## src/rtl/lru_set_array.sv

```systemverilog
// lru_set_array
//   Per-set true-LRU tracker built on age matrices. Each of SETS sets keeps a
//   WAYS x WAYS age matrix M (M[i][j]=1: way i is more recent than way j) and a
//   valid vector V. Ways are touched (made valid + MRU) or invalidated (made
//   invalid + LRU). A query returns a one-hot victim one cycle later: the
//   lowest unlocked invalid way if any, otherwise the unlocked LRU way.
//
// Ports
//   clk, reset          : clock (rising edge), synchronous active-high reset
//   ready               : high once every set has been initialised
//   touch_valid/set/way : mark a way valid and most-recently-used (one-hot way)
//   inv_valid/set/way   : mark a way invalid and least-recently-used (one-hot way)
//   query_valid/set     : victim request; lock_mask excludes ways from the choice
//   victim_valid        : one-cycle pulse carrying the registered query result
//   victim_way          : one-hot victim, or zero when nothing is selectable
//   victim_invalid      : victim was chosen because it holds no valid data
//   victim_none         : every way was locked
module lru_set_array #(
  parameter int SETS = 16,
  parameter int WAYS = 4,
  parameter int SW   = $clog2(SETS)
) (
  input  logic            clk,
  input  logic            reset,
  output logic            ready,
  input  logic            touch_valid,
  input  logic [SW-1:0]   touch_set,
  input  logic [WAYS-1:0] touch_way,
  input  logic            inv_valid,
  input  logic [SW-1:0]   inv_set,
  input  logic [WAYS-1:0] inv_way,
  input  logic            query_valid,
  input  logic [SW-1:0]   query_set,
  input  logic [WAYS-1:0] lock_mask,
  output logic            victim_valid,
  output logic [WAYS-1:0] victim_way,
  output logic            victim_invalid,
  output logic            victim_none
);

  localparam int WW = WAYS * WAYS;

  // Bit (i*WAYS + j) of a packed matrix holds M[i][j].
  function automatic logic [WW-1:0] init_matrix();
    logic [WW-1:0] m;
    m = '0;
    for (int i = 0; i < WAYS; i++)
      for (int j = 0; j < WAYS; j++)
        m[i*WAYS+j] = (i > j);
    return m;
  endfunction

  function automatic logic [WW-1:0] apply_touch(logic [WW-1:0] m, logic [WAYS-1:0] k);
    logic [WW-1:0] r;
    r = m;
    for (int i = 0; i < WAYS; i++)
      for (int j = 0; j < WAYS; j++) begin
        if (k[i] && (i != j)) r[i*WAYS+j] = 1'b1;
        if (k[j])             r[i*WAYS+j] = 1'b0;
      end
    return r;
  endfunction

  function automatic logic [WW-1:0] apply_inv(logic [WW-1:0] m, logic [WAYS-1:0] k);
    logic [WW-1:0] r;
    r = m;
    for (int i = 0; i < WAYS; i++)
      for (int j = 0; j < WAYS; j++) begin
        if (k[i])             r[i*WAYS+j] = 1'b0;
        if (k[j] && (i != j)) r[i*WAYS+j] = 1'b1;
      end
    return r;
  endfunction

  function automatic logic is_onehot(logic [WAYS-1:0] x);
    return (x != '0) && ((x & (x - {{(WAYS-1){1'b0}}, 1'b1})) == '0);
  endfunction

  function automatic logic [WAYS-1:0] lowest_bit(logic [WAYS-1:0] x);
    return x & (~x + {{(WAYS-1){1'b0}}, 1'b1});
  endfunction

  localparam logic [WW-1:0] INIT_M = init_matrix();

  typedef enum logic {ST_INIT, ST_RUN} state_t;

  state_t        state_reg, state_next;
  logic [SW-1:0] cnt_reg, cnt_next;
  logic          init_we;

  logic [WW-1:0]   m_mem  [SETS];
  logic [WAYS-1:0] v_mem  [SETS];
  logic [WW-1:0]   m_next [SETS];
  logic [WAYS-1:0] v_next [SETS];

  logic touch_en, inv_en;

  // ---------------- init / run sequencer ----------------
  always_ff @(posedge clk) begin
    if (reset) begin
      state_reg <= ST_INIT;
      cnt_reg   <= '0;
    end else begin
      state_reg <= state_next;
      cnt_reg   <= cnt_next;
    end
  end

  always_comb begin
    state_next = state_reg;
    cnt_next   = cnt_reg;
    init_we    = 1'b0;
    case (state_reg)
      ST_INIT: begin
        init_we  = 1'b1;
        cnt_next = cnt_reg + SW'(1);
        if (cnt_reg == SW'(SETS - 1)) begin
          state_next = ST_RUN;
          cnt_next   = '0;
        end
      end
      default: ;
    endcase
  end

  assign ready = (state_reg == ST_RUN);

  // Malformed (non one-hot) requests are dropped rather than corrupting the order.
  assign touch_en = touch_valid && ready && !reset && is_onehot(touch_way);
  assign inv_en   = inv_valid   && ready && !reset && is_onehot(inv_way);

  // ---------------- set state update ----------------
  // Touch is applied before invalidate so a same-way collision ends invalid/LRU.
  always_comb begin
    for (int s = 0; s < SETS; s++) begin
      m_next[s] = m_mem[s];
      v_next[s] = v_mem[s];
      if (init_we && (cnt_reg == SW'(s))) begin
        m_next[s] = INIT_M;
        v_next[s] = '0;
      end else begin
        if (touch_en && (touch_set == SW'(s))) begin
          m_next[s] = apply_touch(m_next[s], touch_way);
          v_next[s] = v_next[s] | touch_way;
        end
        if (inv_en && (inv_set == SW'(s))) begin
          m_next[s] = apply_inv(m_next[s], inv_way);
          v_next[s] = v_next[s] & ~inv_way;
        end
      end
    end
  end

  always_ff @(posedge clk) begin
    for (int s = 0; s < SETS; s++) begin
      m_mem[s] <= m_next[s];
      v_mem[s] <= v_next[s];
    end
  end

  // ---------------- victim selection ----------------
  // Reads the stored (pre-update) state, so same-cycle touches are not seen.
  logic [WW-1:0]   q_m;
  logic [WAYS-1:0] q_v, unlocked, inv_cand, lru_cand;

  assign q_m      = m_mem[query_set];
  assign q_v      = v_mem[query_set];
  assign unlocked = ~lock_mask;
  assign inv_cand = unlocked & ~q_v;

  // A way is LRU within the unlocked subset when it is newer than none of them.
  for (genvar gi = 0; gi < WAYS; gi++) begin : g_lru
    assign lru_cand[gi] = unlocked[gi] && ((q_m[gi*WAYS +: WAYS] & unlocked) == '0);
  end

  always_ff @(posedge clk) begin
    if (reset) begin
      victim_valid   <= 1'b0;
      victim_way     <= '0;
      victim_invalid <= 1'b0;
      victim_none    <= 1'b0;
    end else begin
      victim_valid <= 1'b0;
      if (query_valid && ready) begin
        victim_valid <= 1'b1;
        if (unlocked == '0) begin
          victim_way     <= '0;
          victim_invalid <= 1'b0;
          victim_none    <= 1'b1;
        end else if (inv_cand != '0) begin
          victim_way     <= lowest_bit(inv_cand);
          victim_invalid <= 1'b1;
          victim_none    <= 1'b0;
        end else begin
          victim_way     <= lowest_bit(lru_cand);
          victim_invalid <= 1'b0;
          victim_none    <= 1'b0;
        end
      end
    end
  end

endmodule

```

## config.mk

```make
export PLATFORM = sky130hd
export DESIGN_NAME = lru_set_array
export DESIGN_NICKNAME = d
export VERILOG_FILES = /design/src/rtl/lru_set_array.sv
export SDC_FILE = /design/constraint.sdc
export NUM_CORES = 1
export LEC_CHECK = 0
export CORE_ASPECT_RATIO = 1.75
export CORE_UTILIZATION = 48
export CTS_CLUSTER_DIAMETER = 30
export CTS_CLUSTER_SIZE = 12
export DETAILED_ROUTE_END_ITERATION = 16
export PLACE_DENSITY_LB_ADDON = 0.08
export SLEW_MARGIN = 20
export SYNTH_ARGS = -nofsm -noshare
export SYNTH_HDL_FRONTEND = slang
export SYNTH_SLANG_ARGS = --single-unit
```

## constraint.sdc

```tcl
create_clock -name clk -period 3.3 [get_ports clk]
set_input_delay 0.825 -clock clk [delete_from_list [all_inputs] [get_ports clk]]
set_output_delay 0.825 -clock clk [all_outputs]
set_load 0.05 [all_outputs]
```

==> summary.md <==
| Metric | Value |
|---|---|
| Critical R2R Launch | m_mem[2][5] |
| Most common cell in the netlist | dfxtp_1 |
| DR DRC count | 0 |
| Min Tclk post-route | 2.97 ns |
| Max-slew violation count | 0 |
| All-Layer GR Usage | 39.3% |
| Die Height | 233 um |
| Fmax | 336 MHz |
| First-pass GRT wire length | 88,900 um |
| Nets | 1,749 |
| Syn. warnings | 0 |
| Worst Clk Skew | 0.0152 ns |
| Post-DP HPWL | 47,300 um |
| Max-slew headroom | 56.6% |
| Diode count | 0 |
| Max FFs per register | 256 |
| Max Cap Viol | 0 |
| Core Footprint | 30,100 sq um |
| P_leak | 0.00751 uW |
| VDD IR max | 520 uV |
| R2R depth | 5 |
| I/O Pins | 37 |
| Ys flop type | dfxtp_1 |
| Post-synthesis cell area | 14,700 sq um |
| Worst Path Buf+Inv | 2 |
| FF+latch count, synth | 332 |
| Reg2Reg Capture Point | victim_way[1] |
| Sequential cell area fraction in the yosys report | 45.2% |
| Vias | 13,714 |
| Sink Count | 332 |
| Worst-path clk slew | 0.05 ns |
| Setup CP Type | in2reg |
| Synth cell count leaders | dfxtp_1, nand2_1, o211ai_1 |
| Vias in the first global route | 13,808 |
| Status | finished clean |
| H-Tree Depth | 2 |
| Share of cells above drive strength 1 | 16.2% |
| Detailed Routing Iterations Pass 1 | 6 |
| Post-CTS Resized | 0 |
| Max FO, Critical Path | 24 |
| Worst-margin pin slew | 0.651 ns |
| Final hold viol count | 0 |
| Placed Area | 16,400 sq um |
| Worst Setup EP | victim_way[1] |
| Worst Path Required | 3.72 ns |
| Post-synth EDFFs | 0 |
| Routed len/inst | 28.5 um |
| Initial antenna violation count | 0 |
| Die Area | 31,300 sq um |
| Top cells by area, synth | dfxtp_1, o211ai_1, nand2_1 |
| Total Wirelength | 61,100 um |
| Pin count of the biggest net entering global routing | 33 |
| Slowest-stage cell, CP | or4_1 |
| Crit path cell chain | buf_6, buf_12, mux2i_1, a22oi_1, a31oi_1, nand3_1, or4_1, or3b_1, a221oi_2 |
| Initial core utilization | 48.9% |
| Post-route setup TNS | 0 ns |
| CTS tree | done |
| Hold Crit Class | reg2reg |
| Finished Cell Area | 18,200 sq um |
| Post-Synthesis Cells | 1,561 |
| Ys async rst share | 0% |
| Multi-input gate area | 7580 sq um |
| Final Cycle Share | 90.1% |
| Congestion Overflow GR | 0 |
| FF/Latch Area | 6650 sq um |
| Top delay family on crit path | simple AND/OR/NAND/NOR gates |
| Crit path DAT | 3.40 ns |
| RD Place Congestion | 0.996 |
| R2R Setup Slk | 0.69 ns |
| Crit end category | flop |
| Postcts setup bufs | 0 |
| FILL cells | 2,595 |
| Biggest register | m_mem |
| Remaining antenna violation count | 0 |
| Synth unique cells | 53 |
| Latest clock arrival within the worst-skew pair | 0.56 ns |
| Row cnt | 84 |
| Critical path's largest stage delay | 0.64 ns |
| Top cell type's share of synthesized area | 45.2% |
| Die width | 134 um |
| Area leader, netlist | dfxtp_1 |
| Vias per cell | 6.41 |
| Launch point of the worst path | query_set[0] |
| Tot Pwr | 11,000 uW |
| Final-report setup violation count | 0 |
| Top flop regs | m_mem: 256 flops, v_mem: 64 flops |
| Hold-fix buffer count after cts | 0 |
| Startpoint types | input pin |
| Longest Clk Path Bufs | 3 |
| Detailed router's first-iteration violation count | 1,194 |
| Critical path depth in cells | 9 |
| Layout area overhead | 23.9% |
| Clock root buffer | clkbuf_16 |
| Syn Nets | 1,594 |
| Synthesized area per cell | 9.41 sq um |
| CTS Buf Count | 48 |
| RSZ-0062 raised after global routing | no |
| PortBufs | 36 |
| Cell Pwr Density | 607 nW/um^2 |
| Hold slack | 0.427 ns |
==> worst reg2reg max path, cell delays in order (launching register included) <==
cell and delay (ns):
dfxtp_1 0.31, mux4_1 0.61, mux4_2 0.50, or3_4 0.40
or3b_1 0.44, a221oi_2 0.26
==> per-stage QoR <==
step	utilization, %	cells	worst slack [ns]
4_1_cts	60.5	2141	0.381
2_1_floorplan	-	1561	0.207
3_3_place_gp	54.6	2053	-0.101
6_report	60.5	2141	0.325
5_1_grt	60.5	2141	0.222
3_5_place_dp	54.6	2053	-0.169
==> worst min-delay path by stage <==
| stage | start | slack, ns | cells past startpoint | endpoint |
|---|---|---|---|---|
| 2_1_floorplan | m_mem[10][0] | 0.41 | 2 | m_mem[10][0] |
| 3_3_place_gp | m_mem[10][10] | 0.42 | 2 | m_mem[10][10] |
| 3_5_place_dp | m_mem[3][10] | 0.42 | 2 | m_mem[3][10] |
| 4_1_cts | m_mem[3][10] | 0.43 | 2 | m_mem[3][10] |
| 5_1_grt | m_mem[10][10] | 0.47 | 2 | m_mem[10][10] |
| 6_report | m_mem[3][10] | 0.43 | 2 | m_mem[3][10] |
==> metal layers <==
layer | routed length, um | part of all wire, % | track usage [%]
met5 | 0 | 0 | 0
met3 | 3150 | 5.2 | 5.25
met4 | 5470 | 8.9 | 32.4
met2 | 31000 | 51 | 70.4
met1 | 21500 | 35 | 40.3
==> cell type report <==
type | instances | share of cell area, %
sequential | 332 | 36.5
clock buffer | 61 | 7.37
tap | 387 | 2.66
timing repair buffer | 195 | 9.21
inverter | 6 | 0.124
clock inverter | 27 | 2.49
multi-input combinational | 1133 | 41.6
==> cell usage in the layout, fill, tap and decap left out, drive strengths merged, types with 2 or more instances in the layout <==
cell           instances
nand2                256
clkinvlp               5
inv                   11
a211oi                 2
o21a                  64
nor2b                 15
clkinv                 6
bufinv                11
nand3                 26
a31oi                  8
clkbuf                61
nand4bb                2
clkdlybuf4s50         34
or4                    2
nor4                   2
a21boi                 2
o221ai                10
a311oi                 2
and2                  20
o31ai                  2
and3                  71
buf                  161
a21oi                159
o211ai               185
mux4                  51
dfxtp                332
nand4                  5
ha                     4
nor2                 101
or3                    2
mux2i                 70
nor3                   6
xor2                   2
nand4b                 4
a22oi                 33
nand2b                12
o21ai                  2
==> power breakdown <==
| group | switching [uW] | internal [uW] | leakage (uW) |
|---|---|---|---|
| clock network | 1950 | 3750 | 0.000863 |
| logic | 542 | 417 | 0.00396 |
| registers | 145 | 4230 | 0.00269 |
==> logic make-up after synthesis <==
| group | after synthesis | synth area share (%) |
|---|---|---|
| AO/OA/AOI/OAI | 476 | 21.7 |
| adder cells (fa/ha/maj) | 4 | 0.341 |
| flip-flops | 332 | 45.2 |
| multiplexers | 121 | 12.9 |
| AND/OR/NAND/NOR | 529 | 16.4 |
| XOR/XNOR | 3 | 0.179 |
| buffers and inverters | 96 | 3.21 |
(Power assumes the default switching activity.)
